<file path="config.mk">
export PLATFORM = sky130hd
export DESIGN_NAME = riscv_v_decode_seq
export DESIGN_NICKNAME = d
export VERILOG_FILES = /design/src/rtl/riscv_v_pkg.sv /design/src/rtl/riscv_v_scoreboard.sv /design/src/rtl/riscv_v_decode_seq.sv
export SDC_FILE = /design/constraint.sdc
export NUM_CORES = 1
export LEC_CHECK = 0
export ABC_AREA = 1
export CAP_MARGIN = 20
export CORE_ASPECT_RATIO = 0.6
export CORE_MARGIN = 2
export CORE_UTILIZATION = 45
export CTS_BUF_LIST = sky130_fd_sc_hd__clkbuf_16
export CTS_CLUSTER_DIAMETER = 100
export CTS_CLUSTER_SIZE = 28
export DETAILED_ROUTE_END_ITERATION = 16
export GPL_TIMING_DRIVEN = 0
export MAX_ROUTING_LAYER = met4
export PLACE_DENSITY = 0.9
export SYNTH_ARGS = -nofsm -noshare
export SYNTH_HDL_FRONTEND = slang
export SYNTH_SLANG_ARGS = --single-unit
</file>
<file path="constraint.sdc">
create_clock -name clk -period 2.5 [get_ports clk]
set_clock_uncertainty 0.15 [all_clocks]
set_input_delay 0.5 -clock clk [delete_from_list [all_inputs] [get_ports clk]]
set_output_delay 0.5 -clock clk [all_outputs]
set_load 0.02 [all_outputs]
</file>
<file path="src/rtl/riscv_v_pkg.sv">
// Shared decode constants, micro-op type and LMUL group-size helper for the
// vector decode sequencer.
package riscv_v_pkg;

  localparam logic [6:0] OPCODE_OPV   = 7'h57;
  localparam logic [2:0] FUNCT3_OPCFG = 3'b111;

  typedef struct packed {
    logic [31:0] instruction;
    logic [4:0]  vd;
    logic [4:0]  vs1;
    logic [4:0]  vs2;
    logic        wr_en;
  } uop_t;

  function automatic uop_t decode_instr(input logic [31:0] instr);
    uop_t u;
    u.instruction = instr;
    u.vd          = instr[11:7];
    u.vs1         = instr[19:15];
    u.vs2         = instr[24:20];
    u.wr_en       = (instr[6:0] == OPCODE_OPV) && (instr[14:12] != FUNCT3_OPCFG);
    return u;
  endfunction

  // Fractional and reserved vlmul codes expand to a single register.
  function automatic logic [3:0] lmul_group(input logic [2:0] vlmul, input int max_lmul);
    logic [3:0] g;
    g = vlmul[2] ? 4'd1 : (4'd1 << vlmul[1:0]);
    if (int'(g) > max_lmul) g = 4'(max_lmul);
    return g;
  endfunction

endpackage

</file>
<file path="src/rtl/riscv_v_scoreboard.sv">
// Pending-write vector: one bit per vector register, set by issued writes and
// cleared by writeback retire. A same-cycle set wins over clear.
module riscv_v_scoreboard #(
  parameter  int NUM_VREGS = 32,
  localparam int AW        = $clog2(NUM_VREGS)
) (
  input  logic          clk,
  input  logic          rst,
  input  logic          set_en,
  input  logic [AW-1:0] set_addr,
  input  logic          clr_en,
  input  logic [AW-1:0] clr_addr,
  input  logic [AW-1:0] chk_a,
  input  logic [AW-1:0] chk_b,
  input  logic [AW-1:0] chk_c,
  output logic          hazard
);

  logic [NUM_VREGS-1:0] pending;
  logic [NUM_VREGS-1:0] set_mask;
  logic [NUM_VREGS-1:0] clr_mask;

  always_comb begin
    set_mask = '0;
    clr_mask = '0;
    if (set_en) set_mask[set_addr] = 1'b1;
    if (clr_en) clr_mask[clr_addr] = 1'b1;
  end

  always_ff @(posedge clk or posedge rst) begin
    if (rst) pending <= '0;
    else     pending <= (pending & ~clr_mask) | set_mask;
  end

  assign hazard = pending[chk_a] | pending[chk_b] | pending[chk_c];

endmodule

</file>
<file path="src/rtl/riscv_v_decode_seq.sv">
// Vector decode sequencer: expands one instruction into G = LMUL register-group
// micro-ops. Define RISCV_V_SCOREBOARD_EN to add pending-write hazard stalls.
//
// state  | meaning
// IDLE   | waiting for an instruction, instr_ready high
// EXPAND | issuing micro-ops idx 0..G-1 of the latched instruction
module riscv_v_decode_seq
  import riscv_v_pkg::*;
#(
  parameter  int NUM_VREGS = 32,
  parameter  int MAX_LMUL  = 8,
  localparam int AW        = $clog2(NUM_VREGS),
  localparam int IW        = (MAX_LMUL > 1) ? $clog2(MAX_LMUL) : 1
) (
  input  logic          clk,
  input  logic          rst,
  input  logic          clear_pipe,
  input  logic          instr_valid,
  output logic          instr_ready,
  input  logic [31:0]   instruction,
  input  logic [2:0]    vlmul,
  output logic          uop_valid,
  input  logic          uop_ready,
  output logic [AW-1:0] uop_vd,
  output logic [AW-1:0] uop_vs1,
  output logic [AW-1:0] uop_vs2,
  output logic [IW-1:0] uop_idx,
  output logic          uop_last,
  output logic          uop_wr_en,
  output logic [31:0]   uop_instruction,
  input  logic          wb_valid,
  input  logic [AW-1:0] wb_addr,
  output logic          illegal,
  output logic          busy
);

  typedef enum logic {S_IDLE, S_EXPAND} state_t;

  state_t        state;
  logic [IW-1:0] g_m1;
  uop_t          dec;
  logic [3:0]    g_new;
  logic [2:0]    g_mask;
  logic          misaligned;
  logic          instr_accept;
  logic          uop_fire;

  assign dec    = decode_instr(instruction);
  assign g_new  = lmul_group(vlmul, MAX_LMUL);
  assign g_mask = 3'(g_new - 4'd1);

  // Group alignment only matters for instructions that write a register group.
  assign misaligned = dec.wr_en &&
                      (((dec.vd[2:0] | dec.vs1[2:0] | dec.vs2[2:0]) & g_mask) != 3'd0);

  assign busy         = (state == S_EXPAND);
  assign instr_ready  = (state == S_IDLE) && !clear_pipe;
  assign instr_accept = instr_valid && instr_ready;
  assign uop_fire     = uop_valid && uop_ready && !clear_pipe;

`ifdef RISCV_V_SCOREBOARD_EN
  logic hazard;

  riscv_v_scoreboard #(.NUM_VREGS(NUM_VREGS)) u_scoreboard (
    .clk      (clk),
    .rst      (rst),
    .set_en   (uop_fire && uop_wr_en),
    .set_addr (uop_vd),
    .clr_en   (wb_valid),
    .clr_addr (wb_addr),
    .chk_a    (uop_vs1),
    .chk_b    (uop_vs2),
    .chk_c    (uop_vd),
    .hazard   (hazard)
  );

  assign uop_valid = (state == S_EXPAND) && !hazard;
`else
  logic unused_wb;
  assign unused_wb = ^{wb_valid, wb_addr};
  assign uop_valid = (state == S_EXPAND);
`endif

  always_ff @(posedge clk or posedge rst) begin
    if (rst) begin
      state           <= S_IDLE;
      g_m1            <= '0;
      illegal         <= 1'b0;
      uop_vd          <= '0;
      uop_vs1         <= '0;
      uop_vs2         <= '0;
      uop_idx         <= '0;
      uop_last        <= 1'b0;
      uop_wr_en       <= 1'b0;
      uop_instruction <= '0;
    end else begin
      illegal <= 1'b0;
      if (clear_pipe) begin
        state   <= S_IDLE;
        uop_idx <= '0;
      end else begin
        case (state)
          S_IDLE: begin
            if (instr_accept) begin
              if (misaligned) begin
                illegal <= 1'b1;
              end else begin
                state           <= S_EXPAND;
                g_m1            <= IW'(g_new - 4'd1);
                uop_vd          <= AW'(dec.vd);
                uop_vs1         <= AW'(dec.vs1);
                uop_vs2         <= AW'(dec.vs2);
                uop_idx         <= '0;
                uop_last        <= (g_new == 4'd1);
                uop_wr_en       <= dec.wr_en;
                uop_instruction <= dec.instruction;
              end
            end
          end
          S_EXPAND: begin
            if (uop_fire) begin
              if (uop_last) begin
                state <= S_IDLE;
              end else begin
                // Register addresses wrap naturally at the AW-bit width.
                uop_vd   <= uop_vd  + AW'(1);
                uop_vs1  <= uop_vs1 + AW'(1);
                uop_vs2  <= uop_vs2 + AW'(1);
                uop_idx  <= uop_idx + IW'(1);
                uop_last <= ((uop_idx + IW'(1)) == g_m1);
              end
            end
          end
          default: state <= S_IDLE;
        endcase
      end
    end
  end

endmodule
</file>
==> impl_summary.log <==
[metrics] run status: complete, no violations
[metrics] worst-case reg-to-reg path depth: 11
[metrics] number of violations reported at the end of detailed-routing iteration 0: 195
[metrics] slack of the worst reg-to-reg path: 0.79 ns
[metrics] unrepaired setup endpoints after global routing: false
[metrics] Setup CP Type: flip-flop to primary output
[metrics] Die Span X: 106.6 um
[metrics] drt total wl: 8161 um
[metrics] number of antenna violations at the first check in global routing: 0
[metrics] later-pin clock latency in the skew report: 0.32 ns
[metrics] largest fanout on the critical path: 7
[metrics] number of failing setup endpoints in the final timing report: 0
[metrics] deepest clock path buffer count: 2
[metrics] number of nets in the finished design: 504
[metrics] Final Worst Setup Slack: 0.2867 ns
[metrics] nature of the critical path endpoint: primary output
[metrics] area after detailed placement: 3919 um^2
[metrics] Post-Synthesis Net Count: 397
[metrics] register bit total from synthesis: 57
[metrics] H-tree Lvls: 3
[metrics] P per Cell Area: 839.9 nW/um^2
[metrics] CTS Hold Bufs: 0
[metrics] Comb pwr share: 31.4%
[metrics] Setup Slack @ Placement: 0.02983 ns
[metrics] total congestion overflow after global routing: 0
[metrics] I/O pins: 102
[metrics] final instance area: 4197 um^2
[metrics] Period Utilization, post-route: 88.53%
[metrics] input/output buffers: 95
[metrics] distinct cell type count after synthesis: 27
[metrics] cell taking the most area after synthesis: sky130_fd_sc_hd__dfrtp_1
[metrics] global-route usage over all layers: 25.06%
[metrics] Final Wtd Congestion: 0.8493
[metrics] synthesized instance count: 347
[metrics] Root Driver: sky130_fd_sc_hd__clkbuf_16
[metrics] maxcap violations: 0
[metrics] CTS sink cnt: 57
[metrics] startpoint kind of the worst setup timing path: flip-flop
[metrics] maximum clock frequency: 0.4518 GHz
[metrics] final antenna diode count: 0
[metrics] largest net degree at the start of global routing: 42
[metrics] Avg Cell Area, Syn: 8.192 um^2
[metrics] layout overhead on the synthesized area: 47.62%
[metrics] post-detailed-route count of antenna-violating nets: 0
[metrics] initial standard-cell utilization of the core: 46.52%
[metrics] clock-pin slew of the registers on the worst-case setup and hold paths: 0.05 ns
[metrics] die extent in y: 65.57 um
[metrics] Clk pwr share: 32.4%
[metrics] via count of the first global-routing pass: 2,656
[metrics] Fin. Hold Viols: 0
[metrics] Tightest Pin Transition: 0.4824 ns
[metrics] Reg-to-Reg End: uop_last$_DFFE_PP0P_
[metrics] WHS: 0.3283 ns
[metrics] IR drop worst, VDD: 0.0004608 V
[metrics] Via density: 5.142
[metrics] beginning of the worst register-to-register path: uop_idx[0]$_DFFE_PP0P_
[metrics] final core utilization: 68.67%
[metrics] area share of the leading cell type in the synthesized netlist: 50.18%
[metrics] global-route wire length before repair: 12,750 um
[metrics] standard-cell rows: 22
[metrics] area of the die: 6990 um^2
[metrics] CP Data Required Time: 1.85 ns
[metrics] Leak: 2.066 nW
[metrics] Switching Power: 1.154 mW
[metrics] worst rel slew slack: 67.84%
[metrics] Routed wire per std cell: 15.06 um
[metrics] switching fraction of total power: 32.73%
[metrics] detailed-router iteration count before antenna repair: 6
[metrics] setup total negative slack: 0 ns
[metrics] overall power of the completed layout: 3.525 mW
[metrics] fin. max-slew vios: 0
[metrics] final HPWL from detailed placement: 5972 um
[metrics] area of the core region: 6111 um^2
[metrics] CTS tree: yes
[metrics] kind of path behind the tightest hold check: input port to asynchronous set/reset pin
[metrics] cell count after placement: 527
[metrics] # Post-CTS Setup Buffers: 0
[metrics] cell types with the largest area share after synthesis: sky130_fd_sc_hd__dfrtp_1 50%, sky130_fd_sc_hd__nand2_1 21%, sky130_fd_sc_hd__nand3_1 4.8%, sky130_fd_sc_hd__o21ai_0 4.6%, sky130_fd_sc_hd__xor2_1 2.2%
[metrics] P_int: 2.371 mW
[metrics] number of standard cells in the layout, taps in and fillers out: 542
[metrics] Cell Area, Synth: 2843 um^2
[metrics] vias after detailed routing: 2,787
[metrics] proportion of synthesized chip area in sequential cells: 50.18%
[metrics] min Tclk post-route: 2.213 ns
[metrics] share of layout cells above drive strength 1: 9.607%
[metrics] number of buffers inserted during clock tree synthesis: 9
[metrics] DRC errors left: 0
[metrics] Yosys warnings: 0
[metrics] Sequential Power Share: 36.2%
[metrics] arrival time of the worst setup path: 1.56 ns
==> area by class of cell <==
class / instances / area [um^2]
timing repair buffer: 96 / 973.4
buffer: 14 / 122.6
multi-input combinational: 256 / 1219
inverter: 20 / 75.07
clock buffer: 9 / 225.2
clock inverter: 6 / 50.05
fill: 515 / 1914
sequential: 57 / 1426
tap: 84 / 105.1
==> layout by cell type (no fill, tap or decap), types with 2 or more instances in the layout <==
cell type                         synthesis  layout
sky130_fd_sc_hd__nor2_1                  11      11
sky130_fd_sc_hd__a21oi_1                  4       4
sky130_fd_sc_hd__o21ai_0                 26      26
sky130_fd_sc_hd__nand2_4                  2       2
sky130_fd_sc_hd__ha_1                     4       4
sky130_fd_sc_hd__clkdlybuf4s50_1          0      94
sky130_fd_sc_hd__nor2_2                   3       3
sky130_fd_sc_hd__buf_12                   1       2
sky130_fd_sc_hd__clkinv_1                 0       4
sky130_fd_sc_hd__buf_8                    2       2
sky130_fd_sc_hd__nand2_8                  2       2
sky130_fd_sc_hd__nand3_1                 27      27
sky130_fd_sc_hd__clkbuf_16                0       9
sky130_fd_sc_hd__nand3_2                  2       2
sky130_fd_sc_hd__nand2_1                157     157
sky130_fd_sc_hd__dfrtp_1                 57      57
sky130_fd_sc_hd__inv_2                    4       5
sky130_fd_sc_hd__xor2_1                   7       7
sky130_fd_sc_hd__inv_1                   16      15
sky130_fd_sc_hd__buf_4                    4       4
sky130_fd_sc_hd__clkbuf_1                 4       4
sky130_fd_sc_hd__o21ai_2                  5       5
sky130_fd_sc_hd__buf_6                    2       2
==> cell usage after synthesis (all sizes together) <==
library cell  count
inv              20
nand4             1
dfrtp            57
ha                4
o21bai            1
xor2              7
buf              10
or2               1
clkbuf            4
xnor2             1
a21oi             4
nand3            29
o21ai            31
nor2             15
nand2           162
==> routing by layer <==
| layer | track usage (%) | vias to the layer above | share of wire [%] | wire length (um) |
|---|---|---|---|---|
| met5 | - | - | 0 | 0 |
| met4 | 6.818 | 0 | 1.5 | 121 |
| met3 | 11.11 | 17 | 11 | 926 |
| met2 | 37.10 | 154 | 43 | 3505 |
| met1 | 31.53 | 1304 | 44 | 3607 |
| li1 | - | 1312 | - | - |
==> timing repair <==
| action | in CTS | in global routing |
|---|---|---|
| hold endpoints to repair | 0 | 0 |
| resized for setup | 0 | 1 |
| setup endpoints to repair | 0 | 1 |
==> state kept, by name, summed over array words and instances, names as in the netlist <==
register,cells
uop_instruction,32
uop_vd,5
uop_vs1,5
uop_vs2,5
g_m1,3
uop_idx,3
busy,1
illegal,1
uop_last,1
uop_wr_en,1
==> power by group through the flow <==
stage	clock, mW	sequential, mW	combinational, mW
after floorplan	0	1.47	0.358
after global placement	0	1.27	1.07
after detailed placement	0	1.28	1.10
after CTS	1.15	1.27	1.11
after global routing	1.19	1.30	1.19
final	1.14	1.28	1.11
==> how the worst max path moves through the flow <==
stage / start / endpoint / slack, ns / depth (start not counted)
after floorplan: rst / busy$_DFF_PP0_ / 0.45 / 1
after global placement: rst / uop_vs2[1]$_DFFE_PP0P_ / -0.57 / 2
after detailed placement: clear_pipe / instr_ready / 0.03 / 3
after CTS: clear_pipe / instr_ready / 0.01 / 3
after global routing: busy$_DFF_PP0_ / uop_valid / 0.23 / 2
final: busy$_DFF_PP0_ / uop_valid / 0.29 / 2
==> critical path, cell delays in order (launching register included) <==
cell and delay (ns):
sky130_fd_sc_hd__dfrtp_1 0.49, sky130_fd_sc_hd__buf_4 0.16, sky130_fd_sc_hd__clkdlybuf4s50_1 0.58
==> cell families after synthesis <==
group | Yosys count | synth area share (%)
fa+ha+maj | 4 | 1.761
compound gates | 36 | 7.086
xor+xnor | 8 | 2.465
buf+inv | 34 | 6.954
flops | 57 | 50.18
simple gates | 208 | 31.56
Note: power is estimated with default switching activity, not from simulation.
